`src/rtl/led_blink_unit.sv`:
```
// led_blink_unit: turns a one-cycle request into a train of human-visible LED
// blinks. Timing is derived from a free-running 2^WIDTH prescaler that is
// re-aligned on every accepted request, so each on-phase and off-gap is an
// exact multiple of the prescaler period.
module led_blink_unit #(
    parameter int WIDTH     = 17,
    parameter int ON_TICKS  = 4,
    parameter int OFF_TICKS = 4
) (
    input  logic       clk,
    input  logic       reset,
    input  logic       start,
    input  logic [3:0] count,
    output logic       busy,
    output logic       done,
    output logic       led
);

    // Phase counter must hold values up to max(ON_TICKS, OFF_TICKS) - 1.
    localparam int PH_MAX = (ON_TICKS > OFF_TICKS) ? ON_TICKS : OFF_TICKS;
    localparam int PH_W   = (PH_MAX > 1) ? $clog2(PH_MAX) : 1;

    localparam logic [PH_W-1:0]  ON_LAST   = PH_W'(ON_TICKS - 1);
    localparam logic [PH_W-1:0]  OFF_LAST  = PH_W'(OFF_TICKS - 1);
    localparam logic [WIDTH-1:0] PRESC_TOP = {WIDTH{1'b1}};

    typedef enum logic [1:0] {
        ST_IDLE = 2'd0,
        ST_ON   = 2'd1,
        ST_OFF  = 2'd2
    } state_t;

    state_t           state_q,     state_d;
    logic [WIDTH-1:0] prescaler_q, prescaler_d;
    logic [PH_W-1:0]  phase_q,     phase_d;
    logic [3:0]       remaining_q, remaining_d;
    logic             led_q,       led_d;
    logic             busy_q,      busy_d;
    logic             done_q,      done_d;
    logic             tick_s;

    assign tick_s = (prescaler_q == PRESC_TOP);

    // Next-state logic: request acceptance, phase sequencing and output decode.
    always_comb begin
        state_d     = state_q;
        prescaler_d = prescaler_q + {{(WIDTH-1){1'b0}}, 1'b1};
        phase_d     = phase_q;
        remaining_d = remaining_q;
        done_d      = 1'b0;

        case (state_q)
            ST_IDLE: begin
                if (start) begin
                    // Re-align the tick grid so the first on-phase is full length.
                    prescaler_d = {WIDTH{1'b0}};
                    if (count != 4'd0) begin
                        remaining_d = count;
                        phase_d     = {PH_W{1'b0}};
                        state_d     = ST_ON;
                    end else begin
                        // Empty request: acknowledge without lighting the LED.
                        done_d = 1'b1;
                    end
                end else begin
                    state_d = ST_IDLE;
                end
            end

            ST_ON: begin
                if (tick_s) begin
                    if (phase_q == ON_LAST) begin
                        phase_d     = {PH_W{1'b0}};
                        remaining_d = remaining_q - 4'd1;
                        if (remaining_q == 4'd1) begin
                            // Last blink finished: no trailing off-gap.
                            state_d = ST_IDLE;
                            done_d  = 1'b1;
                        end else begin
                            state_d = ST_OFF;
                        end
                    end else begin
                        phase_d = phase_q + {{(PH_W-1){1'b0}}, 1'b1};
                    end
                end else begin
                    state_d = ST_ON;
                end
            end

            ST_OFF: begin
                if (tick_s) begin
                    if (phase_q == OFF_LAST) begin
                        phase_d = {PH_W{1'b0}};
                        state_d = ST_ON;
                    end else begin
                        phase_d = phase_q + {{(PH_W-1){1'b0}}, 1'b1};
                    end
                end else begin
                    state_d = ST_OFF;
                end
            end

            default: begin
                state_d     = ST_IDLE;
                phase_d     = {PH_W{1'b0}};
                remaining_d = 4'd0;
            end
        endcase

        // Outputs are decoded from the next state so they land in flops.
        led_d  = (state_d == ST_ON);
        busy_d = (state_d != ST_IDLE);
    end

    // State and output registers with synchronous active-high reset.
    always_ff @(posedge clk) begin
        if (reset) begin
            state_q     <= ST_IDLE;
            prescaler_q <= {WIDTH{1'b0}};
            phase_q     <= {PH_W{1'b0}};
            remaining_q <= 4'd0;
            led_q       <= 1'b0;
            busy_q      <= 1'b0;
            done_q      <= 1'b0;
        end else begin
            state_q     <= state_d;
            prescaler_q <= prescaler_d;
            phase_q     <= phase_d;
            remaining_q <= remaining_d;
            led_q       <= led_d;
            busy_q      <= busy_d;
            done_q      <= done_d;
        end
    end

    assign led  = led_q;
    assign busy = busy_q;
    assign done = done_q;

endmodule

```
`config.mk`:
```
export PLATFORM = sky130hd
export DESIGN_NAME = led_blink_unit
export DESIGN_NICKNAME = d
export VERILOG_FILES = /design/src/rtl/led_blink_unit.sv
export SDC_FILE = /design/constraint.sdc
export NUM_CORES = 1
export LEC_CHECK = 0
export ABC_AREA = 1
export BUFFER_PORTS_ARGS = -buffer_cell sky130_fd_sc_hd__buf_4
export CAP_MARGIN = 20
export CORE_MARGIN = 2
export CORE_UTILIZATION = 50
export CTS_CLUSTER_DIAMETER = 40
export DETAILED_ROUTE_END_ITERATION = 12
export PLACE_DENSITY = 0.75
export SETUP_SLACK_MARGIN = 0.2
export SYNTH_ARGS = -nofsm -noshare
export SYNTH_HDL_FRONTEND = slang
export SYNTH_SLANG_ARGS = --single-unit
```
`constraint.sdc`:
```
create_clock -name clk -period 1.9 [get_ports clk]
set_clock_uncertainty 0.15 [all_clocks]
set_input_delay 0.19 -clock clk [delete_from_list [all_inputs] [get_ports clk]]
set_output_delay 0.19 -clock clk [all_outputs]
set_load 0.01 [all_outputs]
```
==> results.json, run 1 <==
{
  "cts_root_buffer": "clkbuf_4",
  "slew_headroom_pct": 82.4,
  "required_ns": 2.04,
  "fin_crit_ns": 1.95,
  "dr.pass1.iters": 5,
  "synth.top_cell.area_share_pct": 35.7,
  "swShare_pct": 29.3,
  "critPathBufInv": 2,
  "via_per_inst": 4.95,
  "worst_pin_slew_ns": 0.263,
  "r2r_start": "prescaler_q[1]",
  "fin_crit_sh_pct": 103,
  "crit_chain": "ha_4 > nand2_4 > nor2_4 > nand3_4 > nor4_4 > ha_2 > inv_2 > nand2_2 > nand2_2 > inv_2 > nand3_4 > nand2_1 > nand2_1 > nor2_1",
  "first_global_vias": 1428,
  "n_antenna_cell": 0,
  "cpPeakStageDelay_ns": 0.38,
  "drt-initial-drc-count": 69,
  "failed_checks": "setup timing",
  "antenna_found_initial": 0,
  "internal-power_mw": 0.837,
  "hold_path_class": "input port to flop",
  "pwr-share-seq_pct": 53.9,
  "die_x_um": 60.0,
  "yosys_warnings": 0,
  "start_util_pct": 51.9,
  "ant_nets": 0,
  "start_kind": "flop",
  "fin_util_pct": 64.7,
  "core_area_mm2": 0.00303,
  "yosysSeqAreaShare_pct": 35.7,
  "critPathLaunch": "prescaler_q[1]",
  "htreeDepth": 1,
  "ys_ff_latch": 28,
  "rows": 20,
  "place_ws_ns": -0.134,
  "power_density_mw_per_mm2": 605,
  "final_cells": 307,
  "wl_per_cell_um": 10.6,
  "synthesis.instances": 231,
  "area_growth_pct": 24.7,
  "cts_num_sinks": 28,
  "avgSynthCellArea_um2": 6.80,
  "clkLatencyLatePin_ns": 0.33,
  "r2r_setup_slack_ns": -0.05,
  "synth_edf_count": 0,
  "slew_violations": 0,
  "num_vias": 1520,
  "fin_nets": 281,
  "power.share.clock_pct": 25.3,
  "path_delay_family": "simple AND/OR/NAND/NOR gates",
  "synthTopCellsByCount": "nand2_1, nor2_1, inv_1, dfxtp_1, nand3_1",
  "finalSetupViolations": 4,
  "die_area_mm2": 0.00360,
  "min_from": "start",
  "dpl.hpwl_um": 2470,
  "p_leak_nw": 0.925,
  "finalSetupTns_ns": -0.109,
  "fp.dieH_um": 60.0,
  "async_flop_share_pct": 0,
  "drcViolationCount": 0,
  "ys_types": 28,
  "cp-end-kind": "flop",
  "cts_made_buffers": 3,
  "worstPathMaxFanout": 7,
  "arrival_ns": 2.08,
  "ir_drop_mv": 0.439,
  "tritoncts": "built",
  "grt_usage_pct": 21.1,
  "fin_ws_ns": -0.0493,
  "wl_um": 3260,
  "postPlaceCellArea_mm2": 0.00186,
  "combPwrFrac_pct": 20.8,
  "max_cap_violations": 0,
  "io_pins": 10,
  "synth_area_mm2": 0.00157,
  "cts.clk_slew.worst_paths_ns": 0.16,
  "crit_slowest_cell": "dfxtp_2",
  "port_buffers": 9,
  "rsz0062_at_grt": "yes",
  "clk_path_buf_depth": 2,
  "synth.area.top_cells": "dfxtp_1, nand2_1, nor2_1, ha_1, inv_1",
  "grt_max_degree": 16,
  "outcome": "complete, but fails checks",
  "drive_above_1_share_pct": 26.2,
  "nFillCells": 261,
  "yosysMostFrequentCell": "nand2_1",
  "final-hold-violation-count": 0,
  "globalplace.congestion": 0.839,
  "yosysTopAreaCell": "dfxtp_1",
  "grt_pass1_wl_um": 5830,
  "path_class": "flop to flop",
  "grt_overflow": 0,
  "dp_cells": 300,
  "max_freq_mhz": 513,
  "p_sw_mw": 0.347,
  "syn_nets": 248,
  "final_cell_area_mm2": 0.00196,
  "ys.flop_type": "dfxtp_1"
}
## registers in the layout (all words and copies together), names as in the netlist
signal       count
state_q          2
done             1
busy             1
phase_q          2
remaining_q      4
prescaler_q     17
led              1
## cell type report
| type | instances | area [µm²] | area share (%) |
|---|---|---|---|
| Multi-Input combinational cell | 167 | 950 | 48.5 |
| Timing Repair Buffer | 29 | 220 | 11.2 |
| Inverter | 35 | 134 | 6.84 |
| Sequential cell | 28 | 563 | 28.8 |
| Clock buffer | 4 | 36.3 | 1.85 |
| Tap cell | 44 | 55.1 | 2.81 |
## worst reg2reg max path: cells and delay by family, from the launching register on
family,cells,cell delay [ns]
DFF,1,0.38
adders and majority gates,2,0.38
and+or+nand+nor,10,0.90
buffers and inverters,2,0.10
## through the flow
stage / hold slack (ns) / power (mW)
2_1_floorplan: 0.112 / 0.816
3_3_place_gp: 0.230 / 0.871
3_5_place_dp: 0.229 / 0.877
4_1_cts: 0.0271 / 1.18
5_1_grt: 0.0535 / 1.26
6_report: 0.0426 / 1.18
## per-layer routing
| metal | track usage, % | up-vias | wire length [µm] | part of all wire (%) |
|---|---|---|---|---|
| li1 | - | 790 | - | - |
| met1 | 29.5 | 695 | 1580 | 49 |
| met2 | 33.5 | 28 | 1490 | 46 |
| met3 | 2.60 | 7 | 135 | 4.1 |
| met4 | 6.98 | 0 | 56 | 1.7 |
| met5 | 0 | - | 0 | 0 |
## final timing paths
| path | to | cells after the start |
|---|---|---|
| worst max-delay path | remaining_q[3] | 14 |
| worst min-delay path | prescaler_q[1] | 4 |
| worst max register to register | remaining_q[3] | 14 |
| worst min register to register | prescaler_q[0] | 2 |
## logic make-up after synthesis
logic type	Yosys count	synth area share, %
AND/OR/NAND/NOR	134	38.6
buffers and inverters	36	9.08
flip-flops	28	35.7
AO/OA/AOI/OAI	22	8.13
adder cells (fa/ha/maj)	10	7.97
XOR/XNOR	1	0.558
## power by group through the flow
stage	clock network, mW	registers [mW]	logic [mW]
after floorplan	0	0.650	0.166
after global placement	0	0.650	0.221
after detailed placement	0	0.651	0.226
after CTS	0.306	0.639	0.237
after global routing	0.331	0.643	0.283
final	0.300	0.639	0.246
## what timing repair did
item                       4_1_cts  5_1_grt
buffers inserted                 1        1
pin swaps                        8        3
hold buffers                     1        0
hold endpoints to repair         2        0
setup endpoints to repair       11       19
resized for setup                7       10
## cell usage in the layout (no fill, tap or decap)
master / netlist / routed
a211oi_1: 1 / 1
a21boi_1: 1 / 1
a21oi_1: 7 / 6
a21oi_2: 1 / 2
a31oi_1: 1 / 1
buf_4: 0 / 28
clkbuf_4: 0 / 3
clkbuf_8: 0 / 1
dfxtp_1: 28 / 26
dfxtp_2: 0 / 2
dlygate4sd3_1: 0 / 1
ha_1: 10 / 6
ha_2: 0 / 3
ha_4: 0 / 1
inv_1: 33 / 29
inv_2: 2 / 5
inv_4: 0 / 1
nand2_1: 57 / 52
nand2_2: 4 / 8
nand2_4: 1 / 2
nand3_1: 14 / 12
nand3_2: 2 / 2
nand3_4: 0 / 2
nand4_1: 7 / 7
nor2_1: 39 / 38
nor2_2: 4 / 4
nor2_4: 1 / 2
nor3_1: 2 / 2
nor3_2: 1 / 1
nor4_4: 0 / 1
o21a_1: 2 / 2
o21ai_0: 7 / 6
o21ai_1: 1 / 2
o21bai_1: 1 / 1
or2_2: 1 / 1
xnor2_1: 1 / 1
(Power assumes the default switching activity.)
==> inputs of run 2 (changes only) <==
--- a/config.mk
+++ b/config.mk
@@ -8,10 +8,11 @@
 export ABC_AREA = 1
 export BUFFER_PORTS_ARGS = -buffer_cell sky130_fd_sc_hd__buf_4
 export CAP_MARGIN = 20
-export CORE_MARGIN = 2
+export CORE_MARGIN = 3
 export CORE_UTILIZATION = 50
 export CTS_CLUSTER_DIAMETER = 40
 export DETAILED_ROUTE_END_ITERATION = 12
+export MAX_ROUTING_LAYER = met4
 export PLACE_DENSITY = 0.75
 export SETUP_SLACK_MARGIN = 0.2
 export SYNTH_ARGS = -nofsm -noshare
==> run 2 against run 1 <==
Effect of this change:
- the run still ends with setup timing left
- wire length grew 4.2%
- largest cell class unchanged
- via count fell by 3.8%
- total power down 0.38%
- largest power group unchanged
- clock power shrank 3%
- register-to-register slack hardly changed
- sequential power hardly changed
- first-iteration DRC count is 26% higher
- clock-buffer cell count unchanged
- cell count increased by 1.6%
==> results.json, run 2 (synthesis results as in run 1) <==
{
  "crit_chain": "ha_4 > nand2_4 > nor2_4 > nand3_4 > nor4_4 > ha_2 > or2_2 > nand3_1 > o21bai_1 > nor2_1",
  "layout_common_cells": "nand2_1, nor2_1, buf_4, inv_1, dfxtp_1",
  "dr_wl_met2_um": 1510,
  "clkLatencyLatePin_ns": 0.33,
  "die_x_um": 62.0,
  "outcome": "complete, but fails checks",
  "hold_ws_ns": 0.0455,
  "fin_nets": 288,
  "largest_register_ffs": 17,
  "worst_pin_slew_ns": 0.308,
  "largest-register": "prescaler_q",
  "nFillCells": 230,
  "dpl.hpwl_um": 2530,
  "arrival_ns": 2.03,
  "wl_per_cell_um": 10.9,
  "n_antenna_cell": 0,
  "io_pins": 10,
  "die_area_mm2": 0.00385,
  "cts_made_buffers": 3,
  "cts.clk_slew.worst_paths_ns": 0.15,
  "final_cell_area_mm2": 0.00203,
  "tritoncts": "built",
  "htreeDepth": 1,
  "first_global_vias": 1321,
  "drt-initial-drc-count": 87,
  "failed_checks": "setup timing",
  "area_growth_pct": 29.0,
  "postPlaceCellArea_mm2": 0.00186,
  "max_freq_mhz": 517,
  "top_regs": "prescaler_q (17), remaining_q (4)",
  "power_density_mw_per_mm2": 583,
  "p_leak_nw": 0.962,
  "hold_path_class": "input port to flop",
  "top_layer": "met4",
  "start_util_pct": 54.6,
  "port_buffers": 9,
  "cpPeakStageDelay_ns": 0.38,
  "via_per_inst": 4.69,
  "crit_slowest_cell": "dfxtp_2",
  "wl_met1_um": 1750,
  "cts_root_buffer": "clkbuf_4",
  "required_ns": 1.99,
  "cts_num_sinks": 28,
  "rsz0062_at_grt": "yes",
  "cp-end-kind": "flop",
  "r2r_start": "prescaler_q[1]",
  "max_cap_violations": 0,
  "fin_crit_sh_pct": 102,
  "path_class": "flop to flop",
  "final_common_cell": "nand2_1",
  "drcViolationCount": 0,
  "slew_violations": 0,
  "core_area_mm2": 0.00288,
  "grt_usage_pct": 20.4,
  "slew_headroom_pct": 79.5,
  "fin_ws_ns": -0.0343,
  "drive_above_1_share_pct": 28.5,
  "finalSetupViolations": 5,
  "fin_crit_ns": 1.93,
  "grt_overflow": 0,
  "dr.pass1.iters": 4,
  "place_ws_ns": -0.131,
  "globalplace.congestion": 0.904,
  "power_mw": 1.18,
  "start_kind": "flop",
  "antenna_found_initial": 0,
  "grt_max_degree": 16,
  "grt_pass1_wl_um": 5690,
  "num_vias": 1462,
  "critPathLaunch": "prescaler_q[1]",
  "met3_length_um": 98,
  "min_from": "count[3]",
  "wl_um": 3400,
  "clk_path_buf_depth": 2,
  "fp.dieH_um": 62.0,
  "final-hold-violation-count": 0,
  "worstPathMaxFanout": 4,
  "ir_drop_mv": 0.465,
  "rows": 19,
  "ant_nets": 0
}
## run 2: final timing paths
path                      to  slack, ns  depth (start not counted)
min           remaining_q[3]       0.05                          5
max               phase_q[0]      -0.03                         10
max reg2reg       phase_q[0]      -0.03                         10
min reg2reg  prescaler_q[13]       0.38                          2
## run 2: metal layers
layer  vias to the layer above  global-route usage, %
met3                         4                   4.34
met5                         -                      -
met2                        21                   30.8
li1                        804                      -
met1                       633                   28.7
met4                         0                   2.73
## run 2: power by group
group / switching [mW] / total (mW) / internal [mW]
sequential: 0.0209 / 0.639 / 0.618
combinational: 0.144 / 0.249 / 0.105
clock: 0.175 / 0.292 / 0.117
total: 0.339 / 1.18 / 0.841
## run 2: layout make-up
cell class	count	area (µm²)	area share, %
timing repair buffer	36	277	13.7
inverter	35	134	6.61
sequential	28	564	27.9
clock buffer	4	36.3	1.79
multi-input combinational	167	962	47.5
tap	42	52.6	2.59
## run 2: critical path, delay by kind of cell (launching register included)
family,cells,cell delay [ns]
AO/OA/AOI/OAI,1,0.18
adder cells (fa/ha/maj),2,0.41
flip-flops,1,0.38
AND/OR/NAND/NOR,7,0.74
## run 2: per-stage QoR
stage               utilization, %  instances  setup TNS (ns)
global route                  70.4        312           -1.14
CTS                           67.9        307          -0.114
detailed placement            64.7        299          -0.938
global placement              64.7        299          -0.521
finish                        70.4        312         -0.0572
floorplan                        -        231          -0.336
## run 2: what timing repair did
item / 4_1_cts / 5_1_grt
endpoints found under the setup margin: 11 / 19
resized for setup: 8 / 13
setup buffers: 3 / 5
hold endpoints to repair: 3 / 0
hold buffers: 1 / 0
pin swaps: 10 / 2
